`src/rtl/cache_pkg.sv`:
```
// Shared types and default widths for the cache refill controller.
// REFILL_WRITEBACK_EN adds the WB_REQ state used for dirty-victim write-back.
package cache_pkg;

  localparam int NUM_OF_SETS_SQRT = 2;
  localparam int INDEX_WIDTH      = 4;
  localparam int TAG_WIDTH        = 8;
  localparam int LINE_WIDTH       = 32;

  typedef enum logic [2:0] {
    IDLE,
    LOOKUP,
`ifdef REFILL_WRITEBACK_EN
    WB_REQ,
`endif
    FILL_REQ,
    FILL_WAIT,
    UPDATE
  } refill_state_t;

  typedef struct packed {
    logic [TAG_WIDTH-1:0]   tag;
    logic [INDEX_WIDTH-1:0] index;
  } line_addr_t;

endpackage

```
`src/rtl/cache_refill_ctrl.sv`:
```
// Miss-handling FSM: picks the LRU victim, fetches the line, writes the arrays and updates LRU.
// Define REFILL_WRITEBACK_EN to write dirty victims back before the fill.
module cache_refill_ctrl
  import cache_pkg::*;
#(
  parameter int num_of_sets_sqrt = NUM_OF_SETS_SQRT,
  parameter int index_width      = INDEX_WIDTH,
  parameter int tag_width        = TAG_WIDTH,
  parameter int line_width       = LINE_WIDTH
) (
  input  logic                           clk_i,
  input  logic                           rst_i,
  input  logic                           miss_valid_i,
  output logic                           miss_ready_o,
  input  logic [index_width-1:0]         miss_index_i,
  input  logic [tag_width-1:0]           miss_tag_i,
  output logic [index_width-1:0]         lru_address_o,
  input  logic [num_of_sets_sqrt-1:0]    lru_set_i,
  output logic                           lru_write_en_o,
  output logic [num_of_sets_sqrt-1:0]    lru_set_num_o,
  output logic                           mem_req_valid_o,
  input  logic                           mem_req_ready_i,
  output logic                           mem_req_we_o,
  output logic [tag_width+index_width-1:0] mem_req_addr_o,
  output logic [line_width-1:0]          mem_wdata_o,
  input  logic                           mem_rsp_valid_i,
  input  logic [line_width-1:0]          mem_rsp_data_i,
  output logic                           arr_write_en_o,
  output logic [index_width-1:0]         arr_index_o,
  output logic [num_of_sets_sqrt-1:0]    arr_set_o,
  output logic [tag_width-1:0]           arr_tag_o,
  output logic [line_width-1:0]          arr_data_o,
`ifdef REFILL_WRITEBACK_EN
  input  logic                           victim_dirty_i,
  input  logic [tag_width-1:0]           victim_tag_i,
  input  logic [line_width-1:0]          victim_data_i,
`endif
  output logic                           done_o
);

  refill_state_t                 r_state;
  logic [index_width-1:0]        r_index;
  logic [tag_width-1:0]          r_tag;
  logic [num_of_sets_sqrt-1:0]   r_victim;

`ifdef REFILL_WRITEBACK_EN
  logic                          r_we;
  logic [line_width-1:0]         r_wdata;

  assign mem_req_we_o = r_we;
  assign mem_wdata_o  = r_wdata;
`else
  assign mem_req_we_o = 1'b0;
  assign mem_wdata_o  = '0;
`endif

  always_ff @(posedge clk_i) begin
    if (rst_i) begin
      r_state         <= IDLE;
      r_index         <= '0;
      r_tag           <= '0;
      r_victim        <= '0;
      miss_ready_o    <= 1'b1;
      lru_address_o   <= '0;
      lru_write_en_o  <= 1'b0;
      lru_set_num_o   <= '0;
      mem_req_valid_o <= 1'b0;
      mem_req_addr_o  <= '0;
      arr_write_en_o  <= 1'b0;
      arr_index_o     <= '0;
      arr_set_o       <= '0;
      arr_tag_o       <= '0;
      arr_data_o      <= '0;
      done_o          <= 1'b0;
`ifdef REFILL_WRITEBACK_EN
      r_we            <= 1'b0;
      r_wdata         <= '0;
`endif
    end else begin
      // Update strobes are single-cycle pulses; only the FILL_WAIT exit raises them.
      lru_write_en_o <= 1'b0;
      arr_write_en_o <= 1'b0;
      done_o         <= 1'b0;

      unique case (r_state)
        IDLE: begin
          if (miss_valid_i) begin
            r_index       <= miss_index_i;
            r_tag         <= miss_tag_i;
            lru_address_o <= miss_index_i;
            miss_ready_o  <= 1'b0;
            r_state       <= LOOKUP;
          end
        end

        LOOKUP: begin
          r_victim        <= lru_set_i;
          mem_req_valid_o <= 1'b1;
`ifdef REFILL_WRITEBACK_EN
          if (victim_dirty_i) begin
            r_we           <= 1'b1;
            r_wdata        <= victim_data_i;
            mem_req_addr_o <= {victim_tag_i, r_index};
            r_state        <= WB_REQ;
          end else begin
            r_we           <= 1'b0;
            mem_req_addr_o <= {r_tag, r_index};
            r_state        <= FILL_REQ;
          end
`else
          mem_req_addr_o  <= {r_tag, r_index};
          r_state         <= FILL_REQ;
`endif
        end

`ifdef REFILL_WRITEBACK_EN
        WB_REQ: begin
          // Valid stays high straight into the fill request; only addr/we change.
          if (mem_req_ready_i) begin
            r_we           <= 1'b0;
            mem_req_addr_o <= {r_tag, r_index};
            r_state        <= FILL_REQ;
          end
        end
`endif

        FILL_REQ: begin
          if (mem_req_ready_i) begin
            mem_req_valid_o <= 1'b0;
            r_state         <= FILL_WAIT;
          end
        end

        FILL_WAIT: begin
          if (mem_rsp_valid_i) begin
            arr_data_o     <= mem_rsp_data_i;
            arr_index_o    <= r_index;
            arr_set_o      <= r_victim;
            arr_tag_o      <= r_tag;
            arr_write_en_o <= 1'b1;
            lru_address_o  <= r_index;
            lru_set_num_o  <= r_victim;
            lru_write_en_o <= 1'b1;
            done_o         <= 1'b1;
            r_state        <= UPDATE;
          end
        end

        UPDATE: begin
          miss_ready_o <= 1'b1;
          r_state      <= IDLE;
        end

        default: begin
          miss_ready_o    <= 1'b1;
          mem_req_valid_o <= 1'b0;
          r_state         <= IDLE;
        end
      endcase
    end
  end

endmodule
```
`config.mk`:
```
export PLATFORM = sky130hd
export DESIGN_NAME = cache_refill_ctrl
export DESIGN_NICKNAME = d
export VERILOG_FILES = /design/src/rtl/cache_pkg.sv /design/src/rtl/cache_refill_ctrl.sv
export SDC_FILE = /design/constraint.sdc
export NUM_CORES = 1
export LEC_CHECK = 0
export BUFFER_PORTS_ARGS = -buffer_cell sky130_fd_sc_hd__buf_2
export CAP_MARGIN = 10
export CORE_UTILIZATION = 30
export CTS_BUF_LIST = sky130_fd_sc_hd__clkbuf_4 sky130_fd_sc_hd__clkbuf_8 sky130_fd_sc_hd__clkbuf_16
export DETAILED_ROUTE_END_ITERATION = 8
export GPL_TIMING_DRIVEN = 0
export SYNTH_ARGS = -nofsm -noshare
export SYNTH_HDL_FRONTEND = slang
export SYNTH_SLANG_ARGS = --single-unit
```
`constraint.sdc`:
```
create_clock -name clk_i -period 2.4 [get_ports clk_i]
set_clock_uncertainty 0.15 [all_clocks]
set_input_delay 0.12 -clock clk_i [delete_from_list [all_inputs] [get_ports clk_i]]
set_output_delay 0.12 -clock clk_i [all_outputs]
set_load 0.1 [all_outputs]
```
; After elaboration in Yosys (flattened, before gate mapping)
; Index checks and enable logic that the tools add are counted.
[totals]
reg_bits = 82
input_bits = 51
out_inout_bits = 102
[op_classes]
n_eq_ne = 7
mux = 12
n_bitwise = 3
n_reduce_logical = 11
[op_table]
columns = op, count
row1 = 3-bit case mux with 4 select lines, 1
row2 = 3-bit 2-to-1 mux, 3
row3 = 4-bit 2-to-1 mux, 2
row4 = 4-bit case mux with 2 select lines, 1
row5 = 2-bit AND reduction, 4
row6 = "3-bit by 2-bit == test with 1-bit output, second input constant", 2
row7 = "2-bit != test, second input constant", 3
row8 = 3-bit AND reduction, 2
row9 = 3-bit OR reduction, 2
row10 = "3-bit by 1-bit == test with 1-bit output, second input constant", 1
row11 = "3-bit == test, second input constant", 1
row12 = 3-bit logical NOT, 1
row13 = 1-bit 2-to-1 mux, 3
row14 = 1-bit NOT, 3
row15 = 1-bit case mux with 3 select lines, 1
row16 = 1-bit case mux with 2 select lines, 1
row17 = 2-bit nonzero test, 1
row18 = 2-bit OR reduction, 1

; Logic depth before layout (Yosys ltp)
; Gate-level depths: netlist (run 1).
[logic_depth]
ltp_word = 4
mapped_depth = 6
mapped_depth_nobuf = 4

; Worst setup path after synthesis (run 1)
; No wires, ideal clock.
[synth_path]
path_type = flip-flop to output port
from = register done_o
to = output done_o
arrival_time_ps = 1374
setup_slack_ps = 756
stages_incl_launch_ff = 2
path_cell_list = dfxtp_1 -> buf_4
[synth_lines]
columns = item, line_no
row1 = start: declaration, cache_refill_ctrl.sv:38  ; output logic done_o
row2 = start signal: assignment, cache_refill_ctrl.sv:74  ; done_o <= 1'b0;
row3 = start signal: assignment, cache_refill_ctrl.sv:83  ; done_o <= 1'b0;
row4 = start signal: assignment, cache_refill_ctrl.sv:144  ; done_o <= 1'b1;
; No word-level cell between the ends.

; Worst setup path in the final report (run 1)
[layout_path]
from = register r_state[0]
to = register mem_req_addr_o[6]
[layout_via]
elab_chain_len = 1
[layout_rtl]
columns = item, line_no
row1 = start: declaration, cache_refill_ctrl.sv:41  ; refill_state_t r_state;
row2 = start signal: assignment, cache_refill_ctrl.sv:59  ; r_state <= IDLE;
row3 = start signal: assignment, cache_refill_ctrl.sv:92  ; r_state <= LOOKUP;
row4 = start signal: assignment, cache_refill_ctrl.sv:112  ; r_state <= FILL_REQ;
row5 = 3-bit by 1-bit == test with 1-bit output, cache_refill_ctrl.sv:85  ; unique case (r_state)
row6 = end signal: assignment, cache_refill_ctrl.sv:111  ; mem_req_addr_o <= {r_tag, r_index};
row7 = end: declaration, cache_refill_ctrl.sv:24  ; output logic [tag_width+index_width-1:0] mem_req_addr_o,
; No other way between the ends.
; A chain may end at the register's enable or synchronous reset.

==> impl_metrics.tcl, run 1 <==
set metrics [dict create \
    grt_pass1_wl_mm 14.3 \
    cellPowerDensity_mw_per_mm2 682 \
    core_mm2 0.0104 \
    place_ws_ns 0.612 \
    fin_area_mm2 0.00483 \
    path_class "reg -> reg" \
    async_flop_share_pct 0 \
    fmax_mhz 563 \
    cap_viol_max_count 0 \
    hold_buffers 47 \
    vias_per_cell 4.24 \
    die_x_um 106 \
    status "complete, no violations" \
    cts_tree "yes" \
    wl_met1_mm 3.91 \
    wl_mm 9.10 \
    hold_viol 0 \
    wire_per_inst_um 12.2 \
    rsz0062_at_grt "no" \
    drt_iter0_markers 126 \
    wl_met2_mm 4.50 \
    dieArea_mm2 0.0113 \
    min_path_cells 4 \
    post_cts_resized 0 \
    ys.warnings.count 0 \
    rows 37 \
    via_count 3170 \
    worstMarginPinSlew_ns 0.631 \
    hold_class "in -> reg" \
    synth.distinct_cells 29 \
    slew_violations 0 \
    clock_sinks 82 \
    fin_ws_ns 0.625 \
    gp_congestion 0.737 \
    clock_latency_ns 0.36 \
    final-setup-viol-count 0 \
    drtAntennaViolNets 0 \
    ys_seq_elements 82 \
    cts_setup_buffers 0 \
    ys.flop_type "dfxtp_1" \
    grt-ovfl-total 0 \
    nNetsFinal 658 \
    io-pin-count 153 \
    cts.htree.levels 3 \
    syn-cell-area_mm2 0.00326 \
    tns_ns 0 \
    grt_usage_pct 16.3 \
    drc 0 \
    drt_pre_antenna_iters 4 \
    grt_pass1_vias 2954 \
    n_fill_cell 1028 \
    hpwl_mm 6.35 \
    min_period_ns 1.78 \
    drive_gt1_share_pct 32.5 \
    initial_core_util_pct 31.3 \
    place_area_mm2 0.00414 \
    die-height_um 106 \
    met3RoutedLength_um 536 \
    post-route-period-util_pct 74.0 \
    placement.io_buffers 118 \
    avgSynthCellArea_um2 8.17 \
    antenna_cells 0 \
    syn_inst 399 \
    critPathMaxFanout 10 \
    grt_max_degree 15 \
    cts.root.buffer_cell "clkbuf_8" \
    seq_area_frac_synth_pct 50.4 \
    required_ns 2.47 \
    slew_headroom_pct 58.0 \
    critPathArrivalTime_ns 1.84 \
    syn2layout_area_growth_pct 48.3 \
    crit_path_end_kind "flop" \
    dr.max_layer_used "met4" \
    synth_edf_count 0 \
    reg2regPathDepth 5 \
    antenna_found_initial 0 \
    peakVddDrop_mv 0.346 \
    path_clk_slew_ns 0.08 \
    cts_buffers 9 \
    leakage_uw 0.00223 \
    start_kind "flop" \
    clk_path_buf_depth 2 \
]
==> registers in the layout, indices dropped and copies added (netlist names), 3 cells and up <==
register and count:
r_state 3, arr_tag_o 8, arr_index_o 4, mem_req_addr_o 12, lru_address_o 4, r_index 4, r_tag 8, arr_data_o 32
==> routing by layer <==
metal | up-vias | global-route usage, %
met5 | - | 0
met3 | 12 | 3.62
li1 | 1631 | -
met1 | 1420 | 19.4
met4 | 0 | 6.35
met2 | 107 | 28.2
==> cell families (layout without fill, tap and decap cells) <==
| kind of cell | after synthesis | in the layout | share of synthesized area, % |
|---|---|---|---|
| compound gates | 80 | 80 | 13.5 |
| buf+inv | 64 | 245 | 12.4 |
| flops | 82 | 82 | 50.4 |
| mux | 5 | 5 | 1.54 |
| other cells | 1 | 33 | 0.115 |
| simple gates | 167 | 167 | 22.1 |
==> cell usage in the layout (no fill, tap or decap), types with 2 or more instances in the layout <==
cell type	n
bufinv_16	2
mux2i_1	5
dlygate4sd3_1	47
clkbuf_1	12
conb_1	33
nor2_1	5
dfxtp_1	82
buf_2	131
a211oi_2	4
nand2_1	145
buf_4	37
nor2_2	4
clkbuf_8	9
clkinvlp_4	3
a21oi_1	73
==> worst paths after layout <==
| path | slack, ns | to | startpoint |
|---|---|---|---|
| setup reg to reg | 0.62 | mem_req_addr_o[6]$_SDFFE_PP0P_ | r_state[0]$_SDFFE_PP0P_ |
| hold / removal | 0.07 | r_state[0]$_SDFFE_PP0P_ | mem_req_ready_i |
| hold reg to reg | 0.30 | arr_index_o[1]$_SDFFE_PP0P_ | arr_index_o[1]$_SDFFE_PP0P_ |
| setup / recovery | 0.62 | mem_req_addr_o[6]$_SDFFE_PP0P_ | r_state[0]$_SDFFE_PP0P_ |
==> area by class of cell <==
| type | instances | area, um2 | share of cell area [%] |
|---|---|---|---|
| clock inverter | 6 | 91.3 | 1.89 |
| multi-input combinational | 285 | 1340 | 27.6 |
| sequential | 82 | 1640 | 34.0 |
| buffer | 64 | 403 | 8.34 |
| clock buffer | 10 | 131 | 2.72 |
| tap | 136 | 170 | 3.52 |
| timing repair buffer | 165 | 1060 | 22.0 |
==> cell usage after synthesis, types with 4 or more instances <==
master / count / area (um2)
nand2_1: 145 / 544
dfxtp_1: 82 / 1640
a21oi_1: 73 / 365
buf_4: 37 / 278
buf_2: 13 / 65.1
clkbuf_1: 12 / 45.0
mux2i_1: 5 / 50.1
nor2_1: 5 / 18.8
a211oi_2: 4 / 50.1
nor2_2: 4 / 25.0
==> through the flow <==
stage	util (%)	cells	hold WS [ns]	total power (uW)
global route	46.4	748	0.0749	3430
CTS	46.4	748	0.0454	3330
finish	46.4	748	0.0682	3290
floorplan	-	431	0.106	2040
detailed placement	39.7	685	0.217	2160
global placement	39.7	685	0.213	2150
==> report_power, final <==
group | internal, uW | switching (uW) | leakage (uW)
registers | 1400 | 31.3 | 0.000665
clock network | 599 | 507 | 0.000102
logic | 195 | 559 | 0.00146
total | 2200 | 1100 | 0.00223
==> worst max-delay path: stages, from the launching register on <==
cell      delay, ns
dfxtp_1        0.37
or3b_2         0.47
clkbuf_1       0.17
clkbuf_1       0.28
nand2_1        0.14
a21oi_1        0.07
(Power assumes the default switching activity.)
==> inputs of run 2 (changes only) <==
==> constraint.sdc (replaced) <==
create_clock -name clk_i -period 1.54 [get_ports clk_i]
set_clock_uncertainty 0.15 [all_clocks]
set_input_delay 0.077 -clock clk_i [delete_from_list [all_inputs] [get_ports clk_i]]
set_output_delay 0.077 -clock clk_i [all_outputs]
set_load 0.1 [all_outputs]
==> run 2 against run 1 <==
- the run now ends with negative setup slack left
- register-to-register slack lost 0.70 ns
- sequential share of layout area shrank 1.2 points
- maximum frequency grew 10%
- flip-flop and latch count is the same
- die area is the same
- hold slack lost 0.00076 ns
==> impl_metrics.tcl, run 2 (synthesis results as in run 1) <==
set metrics [dict create \
    core_mm2 0.0104 \
    status "finished, violations left" \
    vias_per_cell 4.26 \
    slew_violations 0 \
    top_regs "arr_data_o (32), mem_req_addr_o (12)" \
    nNetsFinal 667 \
    tns_ns -0.888 \
    grt_max_degree 15 \
    wl_mm 9.26 \
    placed_cells 685 \
    via_count 3228 \
    fmax_mhz 621 \
    clock_latency_ns 0.36 \
    fin_cells 757 \
    hold_class "in -> reg" \
    critPathArrivalTime_ns 1.68 \
    min_period_ns 1.61 \
    cellPowerDensity_mw_per_mm2 1020 \
    gp_congestion 0.745 \
    required_ns 1.61 \
    wire_per_inst_um 12.2 \
    cap_viol_max_count 0 \
    hpwl_mm 6.27 \
    drtAntennaViolNets 0 \
    rsz0062_at_grt "yes" \
    drc 0 \
    crit_path_end_kind "flop" \
    fin_ws_ns -0.0708 \
    critPathMaxFanout 10 \
    final-setup-viol-count 23 \
    postLayoutCoreUtil_pct 48.4 \
    dieArea_mm2 0.0113 \
    peakVddDrop_mv 0.496 \
    largest-register "arr_data_o" \
    syn2layout_area_growth_pct 54.8 \
    initial_core_util_pct 31.3 \
    drt_iter0_markers 109 \
    layout_commonest_cell "nand2_1" \
    leakage_uw 0.00234 \
    slew_headroom_pct 58.8 \
    path_clk_slew_ns 0.09 \
    grt_pass1_vias 2980 \
    post-route-period-util_pct 105 \
    grt_usage_pct 16.5 \
    path_class "reg -> reg" \
    drt_pre_antenna_iters 4 \
    cts.root.buffer_cell "clkbuf_8" \
    io-pin-count 153 \
    die_x_um 106 \
    start_kind "flop" \
    grt_pass1_wl_mm 14.3 \
    placement.io_buffers 118 \
    cts_tree "yes" \
    largest_reg_flops 32 \
    grt-ovfl-total 0 \
    die-height_um 106 \
    antenna_cells 0 \
    drive_gt1_share_pct 35.1 \
    clk_path_buf_depth 2 \
    cts.htree.levels 3 \
    hold_ws_ns 0.0675 \
    antenna_found_initial 0 \
    place_ws_ns -0.234 \
    hold_viol 0 \
    cts_buffers 9 \
    clock_sinks 82 \
    layout_common_cells "144 x nand2_1, 119 x buf_2, 75 x dfxtp_1" \
    worstMarginPinSlew_ns 0.618 \
    rows 37 \
    violations "negative setup slack" \
]
[run 2: cell count changes in the layout (fill, tap and decap cells not counted), sizes merged]
cell,previous run,this run
clkinv,1,3
dlygate4sd3,47,49
clkbuf,22,21
clkinvlp,3,0
buf,170,179
inv,0,1
bufinv,2,1
[run 2: stage by stage]
stage | area (um2) | total power, uW
6_report | 5040 | 5140
5_1_grt | 5040 | 5330
4_1_cts | 4960 | 5170
3_5_place_dp | 4150 | 3360
3_3_place_gp | 4150 | 3360
2_1_floorplan | 3380 | 3180
[run 2: final cells by class]
type	instances	area (um2)
buffer	63	490
clock buffer	11	151
clock inverter	5	61.3
fill	1010	5370
multi-input combinational	285	1380
sequential	82	1650
tap	136	170
timing repair buffer	175	1140
[run 2: critical path, stage by stage (launching register included)]
cell and delay, ns:
dfxtp_2 0.33, buf_6 0.13, or4b_4 0.55, buf_6 0.18
nand2_1 0.06, a21oi_1 0.06
[run 2: repair_timing]
item	4_1_cts	5_1_grt
resized for setup	30	14
pin swaps	1	1
setup endpoints to repair	71	65
buffers inserted	3	5
endpoints found under the hold margin	52	0
hold buffers	49	0
[run 2: final timing paths]
path / cells after the start / start / slack (ns) / end
max: 5 / r_state[2]$_SDFFE_PP0P_ / -0.07 / r_tag[6]$_SDFFE_PP0P_
min: 2 / rst_i / 0.07 / miss_ready_o$_SDFFE_PP1P_
max reg2reg: 5 / r_state[2]$_SDFFE_PP0P_ / -0.07 / r_tag[6]$_SDFFE_PP0P_
min reg2reg: 2 / arr_data_o[3]$_SDFFE_PP0P_ / 0.30 / arr_data_o[3]$_SDFFE_PP0P_
[run 2: layer usage]
metal	vias up	GRT usage, %	share of wire (%)
met4	0	8.23	1.9
met1	1448	18.5	43
met2	111	29.0	50
met5	-	0	0
li1	1655	-	-
met3	14	4.11	5.8
[run 2: report_power, final]
part	internal [uW]	leakage (uW)	switching, uW
logic	342	0.00156	890
registers	2190	0.000668	52.2
clock network	847	0.000110	821
total	3380	0.00234	1760
